<file path="config.mk">
export PLATFORM = sky130hd
export DESIGN_NAME = rstack_ctrl
export DESIGN_NICKNAME = d
export VERILOG_FILES = /design/src/rtl/rstack_ctrl.sv
export SDC_FILE = /design/constraint.sdc
export NUM_CORES = 1
export LEC_CHECK = 0
export ABC_AREA = 0
export BUFFER_PORTS_ARGS = -buffer_cell sky130_fd_sc_hd__buf_2
export CORE_ASPECT_RATIO = 0.6
export CORE_MARGIN = 4
export CORE_UTILIZATION = 53
export DETAILED_ROUTE_END_ITERATION = 10
export PLACE_DENSITY = 0.95
export SKIP_CTS_REPAIR_TIMING = 1
export SLEW_MARGIN = 20
export SYNTH_ARGS = -nofsm -noshare
export SYNTH_HDL_FRONTEND = slang
export SYNTH_SLANG_ARGS = --single-unit
</file>
<file path="constraint.sdc">
create_clock -name clk -period 6.71 [get_ports clk]
set_input_delay 0.3355 -clock clk [delete_from_list [all_inputs] [get_ports clk]]
set_output_delay 0.3355 -clock clk [all_outputs]
set_load 0.1 [all_outputs]
</file>
<file path="src/rtl/rstack_ctrl.sv">
// Return-stack controller: owns the stack pointer and a cached top-of-stack
// register, and drives the ports of an external memory with asynchronous read
// and synchronous write. Overflow and underflow latch a sticky fault that
// freezes the stack until it is cleared.
module rstack_ctrl #(
    parameter int unsigned WIDTH      = 13,
    parameter int unsigned DEPTH      = 8192,
    parameter int unsigned DATA_WIDTH = 16
) (
    input  logic                  clk,
    input  logic                  rst_n,
    input  logic                  push,
    input  logic                  pop,
    input  logic [DATA_WIDTH-1:0] push_data,
    input  logic                  clear,
    output logic [DATA_WIDTH-1:0] top,
    output logic                  empty,
    output logic                  full,
    output logic [WIDTH:0]        level,
    output logic                  fault,
    output logic [1:0]            fault_code,
    output logic [WIDTH-1:0]      mem_dout_addr,
    input  logic [DATA_WIDTH-1:0] mem_dout,
    output logic                  we,
    output logic [WIDTH-1:0]      mem_din_addr,
    output logic [DATA_WIDTH-1:0] mem_din
);

    typedef enum logic [0:0] {
        StRun,
        StFault
    } state_e;

    localparam logic [WIDTH:0]   SpMax   = (WIDTH + 1)'(DEPTH);
    localparam logic [WIDTH:0]   SpOne   = (WIDTH + 1)'(1);
    localparam logic [WIDTH-1:0] AddrOne = WIDTH'(1);

    localparam logic [1:0] CodeNone      = 2'b00;
    localparam logic [1:0] CodeOverflow  = 2'b01;
    localparam logic [1:0] CodeUnderflow = 2'b10;

    state_e                  state_q, state_d;
    logic [WIDTH:0]          sp_q, sp_d;
    logic                    tos_valid_q, tos_valid_d;
    logic [DATA_WIDTH-1:0]   tos_q, tos_d;
    logic [1:0]              code_q, code_d;

    logic is_full;
    logic is_empty;

    assign is_empty = !tos_valid_q;
    assign is_full  = tos_valid_q && (sp_q == SpMax);

    assign empty = is_empty;
    assign full  = is_full;
    assign level = sp_q;
    assign top   = tos_q;

    // The slot below the pointer is the most recent spill; wraps harmlessly at sp=0.
    assign mem_dout_addr = sp_q[WIDTH-1:0] - AddrOne;
    assign mem_din_addr  = sp_q[WIDTH-1:0];
    assign mem_din       = tos_q;

    // State register: pointer, cached top, FSM state and fault code.
    always_ff @(posedge clk or negedge rst_n) begin
        if (!rst_n) begin
            state_q     <= StRun;
            sp_q        <= '0;
            tos_valid_q <= 1'b0;
            tos_q       <= '0;
            code_q      <= CodeNone;
        end else begin
            state_q     <= state_d;
            sp_q        <= sp_d;
            tos_valid_q <= tos_valid_d;
            tos_q       <= tos_d;
            code_q      <= code_d;
        end
    end

    // Next-state: decode push/pop in RUN, wait for clear in FAULT.
    always_comb begin
        state_d     = state_q;
        sp_d        = sp_q;
        tos_valid_d = tos_valid_q;
        tos_d       = tos_q;
        code_d      = code_q;
        unique case (state_q)
            StRun: begin
                unique case ({push, pop})
                    2'b10: begin
                        if (is_full) begin
                            state_d = StFault;
                            code_d  = CodeOverflow;
                        end else begin
                            // Spill the old top only if there is one.
                            if (tos_valid_q) begin
                                sp_d = sp_q + SpOne;
                            end
                            tos_d       = push_data;
                            tos_valid_d = 1'b1;
                        end
                    end
                    2'b01: begin
                        if (is_empty) begin
                            state_d = StFault;
                            code_d  = CodeUnderflow;
                        end else if (sp_q != '0) begin
                            tos_d = mem_dout;
                            sp_d  = sp_q - SpOne;
                        end else begin
                            // Stale tos value is kept; only validity drops.
                            tos_valid_d = 1'b0;
                        end
                    end
                    2'b11: begin
                        // Tail call: replace the top in place, legal even when full.
                        if (is_empty) begin
                            state_d = StFault;
                            code_d  = CodeUnderflow;
                        end else begin
                            tos_d = push_data;
                        end
                    end
                    default: ;
                endcase
            end
            StFault: begin
                if (clear) begin
                    state_d = StRun;
                    code_d  = CodeNone;
                end
            end
            default: begin
                state_d = StRun;
            end
        endcase
    end

    // Outputs: memory write strobe and fault status.
    always_comb begin
        we         = 1'b0;
        fault      = 1'b0;
        fault_code = code_q;
        if (state_q == StRun) begin
            we = push && !pop && !is_full && tos_valid_q;
        end else begin
            fault = 1'b1;
        end
    end

endmodule

</file>
==> metrics.cfg <==
[run_status]
status=complete, no violations

[synth]
synth_top_area_share_pct=30.55
ys_warn_count=0
syn-cell-area_sq_mm=0.002785
synth_edf_count=0
ys_types=60
syn_nets=355
syn_area_per_cell_sq_um=8.984
synth_ff_type=dfrtp_1
yosysTopAreaCell=dfrtp_1
async_flop_share_pct=100.0
syn_inst=310
yosys-top-cells-area=dfrtp_1 31%, buf_4 8.1%, mux2i_1 7.2%
ys_seq_elements=34
yosysSeqAreaShare_pct=30.55

[setup_path]
required_ps=6370
crit_fanout=16
cp_top_family=simple AND/OR/NAND/NOR gates
endpoint_kind=primary output
crit_path_top_delay_cell=dfrtp_1
arrival_ps=2660
crit_buf_inv=1
path_depth=6
crit_path_start_kind=flip-flop
path_class=flip-flop to primary output
ff2ff_path_depth=8
slowest_delay_ps=600
crit_chain=nor4_2 > and2_1 > nand2_1 > or3_1 > xnor2_1 > buf_2

[finish]
nFillCells=471
diodes=0
stdcell_area_sq_mm=0.003218
layout.nets=427
final_cell_mix=114 x buf_2, 34 x dfrtp_1, 28 x a21oi_1, 25 x nor2_1, 22 x xnor2_1
fin_cells=449
drive_gt1_share_pct=36.29
area_growth_pct=15.54
post-route-util_pct=63.35
mostFrequentLayoutCell=buf_2

[sta]
finClkSkew_ps=10.76
period_share_pct=44.66
maxSlewViolCount=0
hold_viol=0
finalSetupViolCount=0
worst_slew_pin_slew_ps=781.5
maxSlewHeadroom_pct=47.90
setup-tns-final_ps=0
grt_setup_unrepaired=false
period_needed_ps=2996
max_clock_freq_mhz=333.7

[routing]
drt_pass1_iterations=4
avgRoutedWirePerCell_um=15.08
vias=2520
finalWirelength_um=6772
drc=0
vias_per_cell=5.612
drt_iter0_markers=186
antenna_left=0

[global_route]
antenna_found_initial=0
grtUsageTotal_pct=21.12
grt_pass1_wl_um=11140
grt-ovfl-total=0
grt_max_degree=50
grt_pass1_vias=2332

[floorplan]
die_h_um=64.15
die-area_sq_mm=0.006517
start_util_pct=54.83
core_area_sq_mm=0.005080
die_w_um=101.6
rows=20
io_pins=115

[placement]
gp_congestion=0.9058
dp.cells=441
placedInstanceArea_sq_mm=0.003127
dp_hpwl_um=5105
io_buffers=114

[flow_run]
drv_cap=0

[clock_tree]
cts_buffers=5
cts_root_buf=clkbuf_8
cts_tree=done
cts_buffer_depth=2
path_clk_slew_ps=80
clk_latency_ps=280
numClockSinks=34
htree_levels=2

[min_path]
hold_class=primary input to asynchronous set/reset pin

-- logic make-up (layout without fill, tap and decap cells) --
logic type / after synthesis / after routing / synth area share (%)
multiplexers: 20 / 20 / 7.188
adder cells (fa/ha/maj): 8 / 8 / 3.594
AO/OA/AOI/OAI: 66 / 66 / 17.48
buffers and inverters: 60 / 133 / 13.34
XOR/XNOR: 28 / 28 / 8.805
AND/OR/NAND/NOR: 94 / 94 / 19.05
flip-flops: 34 / 34 / 30.55
-- cell usage after synthesis, drive strengths merged (2+ instances only) --
library cell,n
a21oi,28
a2bb2oi,3
a32o,2
and2,3
and3,2
and4,2
and4b,2
buf,43
clkbuf,8
dfrtp,34
ha,8
inv,9
mux2i,20
nand2,21
nand2b,2
nand3,7
nand3b,3
nand4,2
nor2,25
nor2b,2
nor3,6
nor4,5
o211a,2
o211ai,3
o21ai,8
o22ai,6
or3,5
xnor2,22
xor2,6
-- state kept, by name, summed over array words and instances, names as in the netlist --
signal,flops
mem_din,16
state_q,1
tos_valid_q,1
fault_code,2
level,14
-- worst register-to-register path: cells and delay by family (launching register included) --
family | cells | cell delay (ps)
DFF | 1 | 540
AOI/OAI and AO/OA | 3 | 810
and+or+nand+nor | 1 | 260
muxes | 1 | 260
xor gates and xnor gates | 2 | 370
adders and majority gates | 1 | 270
-- per-layer routing --
| metal | part of all wire (%) | global-route usage (%) | vias to the layer above |
|---|---|---|---|
| met5 | 0 | 0 | - |
| met4 | 0.81 | 3.814 | 0 |
| met3 | 10 | 5.562 | 6 |
| met2 | 46 | 32.82 | 133 |
| met1 | 43 | 29.80 | 1172 |
| li1 | - | - | 1209 |
-- area by class of cell --
| cell class | count | area (sq um) | share of cell area, % |
|---|---|---|---|
| Tap cell | 66 | 82.58 | 2.566 |
| Sequential cell | 34 | 850.8 | 26.44 |
| Inverter | 9 | 33.78 | 1.050 |
| Clock buffer | 7 | 86.33 | 2.683 |
| Timing Repair Buffer | 116 | 585.6 | 18.20 |
| Multi-Input combinational cell | 216 | 1574 | 48.91 |
| Clock inverter | 1 | 5.005 | 0.1555 |
-- metrics by stage --
| step | hold WS, ps | worst slack [ps] |
|---|---|---|
| floorplan | 39.91 | 1223 |
| global placement | 448.3 | 4032 |
| detailed placement | 462.8 | 3821 |
| CTS | 148.1 | 3715 |
| global route | 179.6 | 3579 |
| finish | 119.0 | 3714 |
-- path summary, 6_finish.rpt --
check	startpoint	end	slack [ps]
min	rst_n	level[8]	120
max	level[5]	mem_dout_addr[10]	3710
max in group asynchronous	rst_n	level[11]	6070
max reg2reg	level[1]	level[12]	4130
min in group clk	clear	state_q	260
min reg2reg	mem_din[15]	mem_din[15]	550
Power is not shown: default switching activity piles up to over one toggle a cycle in this logic, so the estimate is an artifact.
